==> src/rtl/alu_cmd_issuer_pkg.sv <==
// Shared types and constants for the ALU command issuer: opcodes, command
// width, FSM state encoding and the one-hot command type.
package alu_cmd_pkg;

    localparam int CMD_W = 6;

    localparam logic [2:0] OP_ADD = 3'd0;
    localparam logic [2:0] OP_SUB = 3'd1;
    localparam logic [2:0] OP_AND = 3'd2;
    localparam logic [2:0] OP_OR  = 3'd3;
    localparam logic [2:0] OP_SLL = 3'd4;
    localparam logic [2:0] OP_SRA = 3'd5;

    typedef enum logic [1:0] {
        ST_IDLE = 2'd0,
        ST_EXEC = 2'd1,
        ST_RESP = 2'd2
    } state_e;

    typedef logic [CMD_W-1:0] cmd_t;

endpackage

==> src/rtl/alu_cmd_issuer_if.sv <==
// Request, ALU and response signals of the command issuer in one bundle.
// slave = issuer side, master = requester/ALU/consumer side.
interface alu_cmd_issuer_if #(
    parameter int DATA_W = 32,
    parameter int OP_W   = 3,
    parameter int CMD_W  = 6
);
    logic              req_valid;
    logic              req_ready;
    logic [OP_W-1:0]   req_op;
    logic [DATA_W-1:0] req_a;
    logic [DATA_W-1:0] req_b;
    logic [CMD_W-1:0]  command;
    logic [DATA_W-1:0] alu_a;
    logic [DATA_W-1:0] alu_b;
    logic [DATA_W-1:0] alu_result;
    logic              alu_ovf;
    logic              rsp_valid;
    logic              rsp_ready;
    logic [DATA_W-1:0] rsp_data;
    logic              rsp_ovf;
    logic              rsp_err;

    modport slave (
        input  req_valid, req_op, req_a, req_b, alu_result, alu_ovf, rsp_ready,
        output req_ready, command, alu_a, alu_b, rsp_valid, rsp_data, rsp_ovf, rsp_err
    );

    modport master (
        output req_valid, req_op, req_a, req_b, alu_result, alu_ovf, rsp_ready,
        input  req_ready, command, alu_a, alu_b, rsp_valid, rsp_data, rsp_ovf, rsp_err
    );
endinterface

==> src/rtl/alu_cmd_issuer_op_decoder.sv <==
// Combinational opcode -> one-hot command decoder with illegal-opcode flag.
// ALU_CMD_ILLEGAL_TRAP_EN: opcodes 6/7 flag illegal with a zero command.
module alu_op_decoder
    import alu_cmd_pkg::*;
#(
    parameter int OP_W = 3
) (
    input  logic [OP_W-1:0] op_i,
    output cmd_t            cmd_o,
    output logic            illegal_o
);

    always_comb begin
        cmd_o     = '0;
        illegal_o = 1'b0;
        if (int'(op_i) <= int'(OP_SRA)) begin
            cmd_o = cmd_t'(1) << op_i;
        end else begin
`ifdef ALU_CMD_ILLEGAL_TRAP_EN
            illegal_o = 1'b1;
`else
            // Unused opcodes fall back to add so the ALU always sees a legal command.
            cmd_o = cmd_t'(1) << OP_ADD;
`endif
        end
    end

endmodule

==> src/rtl/alu_cmd_issuer.sv <==
// Sequential ALU front end: accepts an opcode request, drives a held one-hot
// command for ALU_LAT cycles, then returns the captured result.
// ALU_CMD_ILLEGAL_TRAP_EN: opcodes 6/7 answer at once with rsp_err=1.
module alu_cmd_issuer
    import alu_cmd_pkg::*;
#(
    parameter int DATA_W  = 32,
    parameter int OP_W    = 3,
    parameter int CMD_W   = alu_cmd_pkg::CMD_W,
    parameter int ALU_LAT = 1
) (
    input  logic             clk,
    input  logic             rst_n,
    alu_cmd_issuer_if.slave  bus
);

    localparam int CNT_W = 4;

    state_e            state_q, state_d;
    cmd_t              cmd_q, cmd_d;
    logic [DATA_W-1:0] a_q, a_d;
    logic [DATA_W-1:0] b_q, b_d;
    logic [CNT_W-1:0]  cnt_q, cnt_d;
    logic [DATA_W-1:0] data_q, data_d;
    logic              ovf_q, ovf_d;
    logic              err_q, err_d;

    cmd_t dec_cmd;
    logic dec_illegal;

    alu_op_decoder #(
        .OP_W (OP_W)
    ) u_dec (
        .op_i      (bus.req_op),
        .cmd_o     (dec_cmd),
        .illegal_o (dec_illegal)
    );

    always_ff @(posedge clk or negedge rst_n) begin
        if (!rst_n) begin
            state_q <= ST_IDLE;
            cmd_q   <= '0;
            a_q     <= '0;
            b_q     <= '0;
            cnt_q   <= '0;
            data_q  <= '0;
            ovf_q   <= 1'b0;
            err_q   <= 1'b0;
        end else begin
            state_q <= state_d;
            cmd_q   <= cmd_d;
            a_q     <= a_d;
            b_q     <= b_d;
            cnt_q   <= cnt_d;
            data_q  <= data_d;
            ovf_q   <= ovf_d;
            err_q   <= err_d;
        end
    end

    always_comb begin
        state_d = state_q;
        cmd_d   = cmd_q;
        a_d     = a_q;
        b_d     = b_q;
        cnt_d   = cnt_q;
        data_d  = data_q;
        ovf_d   = ovf_q;
        err_d   = err_q;
        case (state_q)
            ST_IDLE: begin
                if (bus.req_valid) begin
                    a_d   = bus.req_a;
                    b_d   = bus.req_b;
                    cnt_d = CNT_W'(ALU_LAT - 1);
                    err_d = dec_illegal;
                    if (dec_illegal) begin
                        cmd_d   = '0;
                        data_d  = '0;
                        ovf_d   = 1'b0;
                        state_d = ST_RESP;
                    end else begin
                        cmd_d   = dec_cmd;
                        state_d = ST_EXEC;
                    end
                end
            end
            ST_EXEC: begin
                if (cnt_q == '0) begin
                    data_d  = bus.alu_result;
                    ovf_d   = bus.alu_ovf;
                    cmd_d   = '0;
                    state_d = ST_RESP;
                end else begin
                    cnt_d = cnt_q - 1'b1;
                end
            end
            ST_RESP: begin
                if (bus.rsp_ready) begin
                    state_d = ST_IDLE;
                end
            end
            default: state_d = ST_IDLE;
        endcase
    end

    // Ready is masked by rst_n so it reads 0 for the whole reset window.
    assign bus.req_ready = rst_n && (state_q == ST_IDLE);
    assign bus.command   = cmd_q;
    assign bus.alu_a     = a_q;
    assign bus.alu_b     = b_q;
    assign bus.rsp_valid = (state_q == ST_RESP);
    assign bus.rsp_data  = data_q;
    assign bus.rsp_ovf   = ovf_q;
`ifdef ALU_CMD_ILLEGAL_TRAP_EN
    assign bus.rsp_err   = err_q;
`else
    assign bus.rsp_err   = 1'b0;
    logic unused_err;
    assign unused_err = err_q;
`endif

endmodule

==> src/flat_wrapper.sv <==
// flat-port wrapper written by rule: the top's interface ports become plain ports
module alu_cmd_issuer_flat import alu_cmd_pkg::*;
#(
    parameter int DATA_W  = 32,
    parameter int OP_W    = 3,
    parameter int CMD_W   = alu_cmd_pkg::CMD_W,
    parameter int ALU_LAT = 1
)
  (clk, rst_n, bus_req_valid, bus_req_op, bus_req_a, bus_req_b, bus_alu_result, bus_alu_ovf, bus_rsp_ready, bus_req_ready, bus_command, bus_alu_a, bus_alu_b, bus_rsp_valid, bus_rsp_data, bus_rsp_ovf, bus_rsp_err);
  alu_cmd_issuer_if #(.DATA_W(DATA_W), .OP_W(OP_W), .CMD_W(CMD_W)) bus_i ();
  input  logic clk;
  input  logic rst_n;
  input wire logic [$bits(bus_i.req_valid)-1:0] bus_req_valid;
  input wire logic [$bits(bus_i.req_op)-1:0] bus_req_op;
  input wire logic [$bits(bus_i.req_a)-1:0] bus_req_a;
  input wire logic [$bits(bus_i.req_b)-1:0] bus_req_b;
  input wire logic [$bits(bus_i.alu_result)-1:0] bus_alu_result;
  input wire logic [$bits(bus_i.alu_ovf)-1:0] bus_alu_ovf;
  input wire logic [$bits(bus_i.rsp_ready)-1:0] bus_rsp_ready;
  output wire logic [$bits(bus_i.req_ready)-1:0] bus_req_ready;
  output wire logic [$bits(bus_i.command)-1:0] bus_command;
  output wire logic [$bits(bus_i.alu_a)-1:0] bus_alu_a;
  output wire logic [$bits(bus_i.alu_b)-1:0] bus_alu_b;
  output wire logic [$bits(bus_i.rsp_valid)-1:0] bus_rsp_valid;
  output wire logic [$bits(bus_i.rsp_data)-1:0] bus_rsp_data;
  output wire logic [$bits(bus_i.rsp_ovf)-1:0] bus_rsp_ovf;
  output wire logic [$bits(bus_i.rsp_err)-1:0] bus_rsp_err;
  assign bus_i.req_valid = bus_req_valid;
  assign bus_i.req_op = bus_req_op;
  assign bus_i.req_a = bus_req_a;
  assign bus_i.req_b = bus_req_b;
  assign bus_i.alu_result = bus_alu_result;
  assign bus_i.alu_ovf = bus_alu_ovf;
  assign bus_i.rsp_ready = bus_rsp_ready;
  assign bus_req_ready = bus_i.req_ready;
  assign bus_command = bus_i.command;
  assign bus_alu_a = bus_i.alu_a;
  assign bus_alu_b = bus_i.alu_b;
  assign bus_rsp_valid = bus_i.rsp_valid;
  assign bus_rsp_data = bus_i.rsp_data;
  assign bus_rsp_ovf = bus_i.rsp_ovf;
  assign bus_rsp_err = bus_i.rsp_err;
  alu_cmd_issuer #(.DATA_W(DATA_W), .OP_W(OP_W), .CMD_W(CMD_W), .ALU_LAT(ALU_LAT)) u_core (.clk(clk), .rst_n(rst_n), .bus(bus_i));
endmodule
==> config.mk <==
export PLATFORM = sky130hd
export DESIGN_NAME = alu_cmd_issuer_flat
export DESIGN_NICKNAME = d
export VERILOG_FILES = /design/src/rtl/alu_cmd_issuer_pkg.sv /design/src/rtl/alu_cmd_issuer_if.sv /design/src/rtl/alu_cmd_issuer_op_decoder.sv /design/src/rtl/alu_cmd_issuer.sv /design/src/flat_wrapper.sv
export SDC_FILE = /design/constraint.sdc
export NUM_CORES = 1
export LEC_CHECK = 0
export ABC_AREA = 1
export CAP_MARGIN = 20
export CORE_MARGIN = 3
export CORE_UTILIZATION = 40
export DETAILED_ROUTE_END_ITERATION = 10
export PLACE_DENSITY = 0.89
export SETUP_SLACK_MARGIN = 0.5
export SYNTH_ARGS = -nofsm -noshare
export SYNTH_HDL_FRONTEND = slang
export SYNTH_SLANG_ARGS = --single-unit
==> constraint.sdc <==
create_clock -name clk -period 1.42 [get_ports clk]
set_input_delay 0.213 -clock clk [delete_from_list [all_inputs] [get_ports clk]]
set_output_delay 0.213 -clock clk [all_outputs]
set_load 0.01 [all_outputs]
======== Yosys cells after proc, flatten, opt, wreduce, memory -nomap -nowiden ========
Index checks and enable logic that the tools add are counted.
storage, ports and cells
  logic and storage cells ................. 36
  output and inout port bits .............. 106
  register bits after elaboration ......... 109
cells by class
  add/sub/neg operators ................... 1
  equal/unequal tests ..................... 6
  $lt $le $gt $ge ......................... 1
  reductions and logical operators ........ 9
  shift-type cells ........................ 1
  muxes and demuxes ....................... 11
operators with widths
  cell                                                                    count
  6-bit 2-to-1 mux                                                        3
  6-bit case mux with 2 select lines                                      1
  3-bit AND reduction                                                     3
  4-bit 2-to-1 mux                                                        2
  4-bit case mux with 2 select lines                                      1
  2-bit 2-to-1 mux                                                        3
  2-bit != test (second input constant)                                   3
  2-bit case mux with 3 select lines                                      1
  1-bit by 3-bit << shifter with 6-bit output (first input constant)      1
  4-bit logical NOT                                                       1
  2-bit AND reduction                                                     2
  4-bit by 1-bit subtractor with 4-bit output (second input constant)     1
  3-bit <= comparator (second input constant)                             1
  2-bit by 1-bit equality test with 1-bit output (second input constant)  1
  2-bit equality test (second input constant)                             1
  2-bit logical NOT                                                       1
  2-bit by 1-bit != test with 1-bit output (second input constant)        1
  2-bit nonzero test                                                      1
  1-bit logical AND                                                       1

======== Depth between registers and ports, before layout ========
Gate-level depths: netlist (run 1).
  depth in word-level cells ............... 4
  depth in mapped cells ................... 7
  mapped depth without buffers ............ 7

======== Cells and area by module ========
Synthesis (run 1) repeated with hierarchy kept, for this count alone.
second synthesis, totals
  cell total of the unflattened synthesis .. 515
  area, all modules ....................... 4583.1 sq um
by module, submodules not included
  module          area an instance (sq um)  cells each  times used  sequential area each (sq um)
  alu_cmd_issuer  4513.1                    499         1           2727.6
  alu_op_decoder  70.1                      16          1           0.0

======== Least setup slack after synthesis (run 1) ========
OpenSTA, ideal clock, no wires.
  path kind ............................... register -> register
  start ................................... reg u_core.cnt_q[0]
  end ..................................... reg u_core.cmd_q[0], in the netlist u_core.bus.command[0]
  arrival time ............................ 1.143 ns
  buffers on the path ..................... 0
  setup slack ............................. 0.148 ns
  required time ........................... 1.290 ns
  cell stages (with the launch flop) ...... 8
  library setup time ...................... 0.130 ns
  cells stage by stage .................... dfrtp_1 inv_1 ha_1 nand2_2 nor2_8 nor2_2 nand2_1 o21ai_0
on the way
  cells in the longest elaborated chain, start to end .. 3
RTL lines
  what                                                       line                  source
  start: declaration                                         alu_cmd_issuer.sv:23  logic [CNT_W-1:0] cnt_q, cnt_d;
  start signal: assignment                                   alu_cmd_issuer.sv:54  cnt_q <= cnt_d;
  4-bit logical NOT                                          alu_cmd_issuer.sv:89  if (cnt_q == '0) begin
  2-bit by 1-bit != test with 1-bit output (no source line)  n/a
  3-bit AND reduction (no source line)                       n/a
  end signal: assignment                                     alu_cmd_issuer.sv:51  cmd_q <= cmd_d;
  end: declaration                                           alu_cmd_issuer.sv:20  cmd_t cmd_q, cmd_d;
Every way passes these cells.
A chain may end at the register's enable or synchronous reset.

======== Worst setup path in the final report (run 1) ========
  start ................................... reg u_core.state_q[0]
  end ..................................... out bus_rsp_valid
on the way
  cells in the longest elaborated chain, start to end .. 1
RTL lines
  what                      line                   source
  start: declaration        alu_cmd_issuer.sv:19   state_e state_q, state_d;
  start signal: assignment  alu_cmd_issuer.sv:50   state_q <= state_d;
  2-bit equality test       alu_cmd_issuer.sv:112  assign bus.rsp_valid = (state_q == ST_RESP);
  end: declaration          flat_wrapper.sv:24     output wire logic [$bits(bus_i.rsp_valid)-1:0] bus_rsp_valid;
Every way passes these cells.

==> results of run 1 <==
## kinds of logic after synthesis
| group | synth area share [%] |
|---|---|
| and+or+nand+nor | 30.66 |
| DFF | 62.00 |
| buffers and inverters | 5.631 |
| AOI/OAI and AO/OA | 0.8533 |
| adders and majority gates | 0.5687 |
| xor gates and xnor gates | 0.1991 |
| other | 0.08524 |
## where the power goes
part           total, uW  switching (uW)  internal [uW]
Clock               2130            1040           1090
Sequential          5500             926           4570
Combinational       8580            4250           4330
## worst max-delay path, cell delays in order (launching register included)
cell and delay (ns):
dfrtp_1 0.43, buf_4 0.15, nor2_1 0.09, buf_2 0.14
## per-layer routing
metal  up-vias  track usage (%)
met5         -                0
met4         0            6.897
met3        27            4.858
met2       191            36.12
met1      2042            23.96
li1       2036                -
## placed cells by master (no fill, tap or decap), types with 2 or more instances in the layout
| master | n |
|---|---|
| nor2_2 | 3 |
| buf_2 | 77 |
| clkbuf_16 | 6 |
| clkdlybuf4s50_1 | 102 |
| buf_16 | 2 |
| nand3_1 | 8 |
| bufinv_16 | 2 |
| nand2_4 | 10 |
| buf_6 | 30 |
| dfrtp_1 | 109 |
| clkbuf_8 | 11 |
| nor2_4 | 3 |
| buf_12 | 7 |
| o21ai_0 | 4 |
| nand2_1 | 285 |
| nand3_4 | 2 |
| nor2_1 | 6 |
| buf_4 | 66 |
| o21ai_1 | 2 |
| nand2_2 | 18 |
| inv_1 | 8 |
| inv_2 | 4 |
## through the flow
stage | worst slack (ns) | util (%)
after floorplan | 0.2788 | -
after global placement | 0.02753 | 63.14
after detailed placement | 0.01363 | 63.14
after CTS | 0.04012 | 63.94
after global routing | -0.01669 | 69.81
final | 0.03836 | 69.81
## what timing repair did
item                                    4_1_cts  5_1_grt
buffers inserted                             30       34
pin swaps                                     3       10
endpoints found under the hold margin       109      102
resized for setup                           442       52
gates cloned                                  1        6
endpoints found under the setup margin      214      214
## worst max path at each step
stage / end
2_1_floorplan: u_core.bus.command[0]
3_3_place_gp: u_core.cnt_q[2]
3_5_place_dp: u_core.cnt_q[2]
4_1_cts: bus_req_ready
5_1_grt: u_core.bus.rsp_data[14]
6_report: bus_rsp_valid
## registers in the layout, indices dropped and copies added, names as in the netlist
register and flops:
u_core.state_q 2, u_core.bus.rsp_ovf 1, u_core.bus.command 6, u_core.bus.alu_a 32, u_core.bus.rsp_data 32, u_core.bus.alu_b 32, u_core.cnt_q 4
## layout make-up
cell class	instances	area [um2]
clock buffers	11	151.4
clock inverters	5	81.33
fillers	774	3173
inverters	13	61.31
multi-input cells	348	1559
flip-flops and latches	109	2728
well taps	136	170.2
repair buffers	290	2585
==> flow_summary.yaml, run 1 <==
sta:
  hold_viol_final: 109
  fmax_mhz: 723.8
  rsz0062_at_grt: "true"
  maxSlewHeadroom_pct: 62.73
  fin_crit_sh_pct: 97.30
  fin_skew_ns: 0.01238
  fin_tns_setup_ns: 0
  slew_viol_final: 0
  setup_viol: 0
  layout_min_cycle_time_ns: 1.382
  holdWs_ns: -0.06882
  worst_pin_slew_ns: 0.5591
synth:
  ys_types: 20
  syn_nets: 597
  syn_area_um2: 4399
  synth_top_area_share_pct: 62.00
  ys_top_cells_by_count: "309 x nand2_1, 109 x dfrtp_1, 13 x buf_6"
  synth_edf_count: 0
  ys_seq_area_share_pct: 62.00
  synthCells: 491
  yosysMostFrequentCell: "nand2_1"
  synth.avg_cell_area_um2: 8.960
  async_flop_share_pct: 100.0
  synthTopCellsByArea: "dfrtp_1 62%, nand2_1 26%, buf_6 3.3%"
  synth_top_flop_cell: "dfrtp_1"
  yosysWarnings: 0
  yosysTopAreaCell: "dfrtp_1"
  ys_seq_elements: 109
clocking:
  cts_buffers: 9
  clockBufferDepth: 2
  path_clk_slew_ns: 0.10
  ctsHtreeMaxLevel: 3
  insertion_delay_ns: 0.37
  tritoncts: "built"
  cts_sinks: 109
  cts_root_buf: "clkbuf_8"
worst_setup_path:
  crit_path_start: "u_core.state_q[0]"
  reg2reg_slack_ns: 0.04
  reg2regPathDepth: 7
  end_kind: "output port"
  path_class: "flop to output port"
  r2r-end: "u_core.bus.rsp_data[6]"
  worstPathMaxFanout: 3
  startpoint_type: "flop"
  r2r_start: "u_core.state_q[0]"
  required_ns: 1.21
  critical_path_arrival_ns: 1.17
global_route:
  grt_pass1_vias: 4111
  grt_use_total_pct: 20.29
  antenna_found_initial: 0
  grt_pass1_wl_um: 20470
  grt_overflow: 0
  grt_max_degree: 110
placed_design:
  globalplace.congestion: 0.8173
  io_buffers: 208
  detailed_place_hpwl_um: 8835
  dpl_cell_area_um2: 6635
  place_inst: 825
power:
  leakage_uw: 0.003981
  p_per_area_nw_per_um2: 2210
  ir_drop_v: 0.0009539
  finalPower_uw: 16210
cells_and_area:
  final_cells: 912
  drive_above_1_share_pct: 31.83
  antennaDiodeCount: 0
  num-nets-final: 877
  syn2layout_area_growth_pct: 66.75
  fin_area_um2: 7336
drt:
  wl_um: 14110
  drt_pass1_iterations: 5
  wl_per_cell_um: 15.47
  wl_met1_um: 5589
  via_count: 4296
  ant_nets: 0
  drc: 0
  met2_wirelength_um: 7249
  routed.top_layer: "met4"
  dr.first_iter.drc_count: 274
  vias_per_cell: 4.711
  wl_met3_um: 945
outcome:
  violations: "hold timing"
  outcome: "finished, violations left"
floorplanning:
  initial_core_util_pct: 41.86
  core-area_um2: 10510
  rows: 37
  die_h_um: 110.9
  io-pin-count: 210
  die_w_um: 110.9
  die-area_um2: 12290
min_path:
  hold_class: "input port to async pin"
flow_run:
  drv_cap: 0
No activity file was read; power rests on OpenSTA's default activity.
==> run 2: changes to the inputs <==
Settings changed: GPL_TIMING_DRIVEN set to 1.
==> results of run 2 <==
Final layout, timing and power as in run 1 (identical DEF).
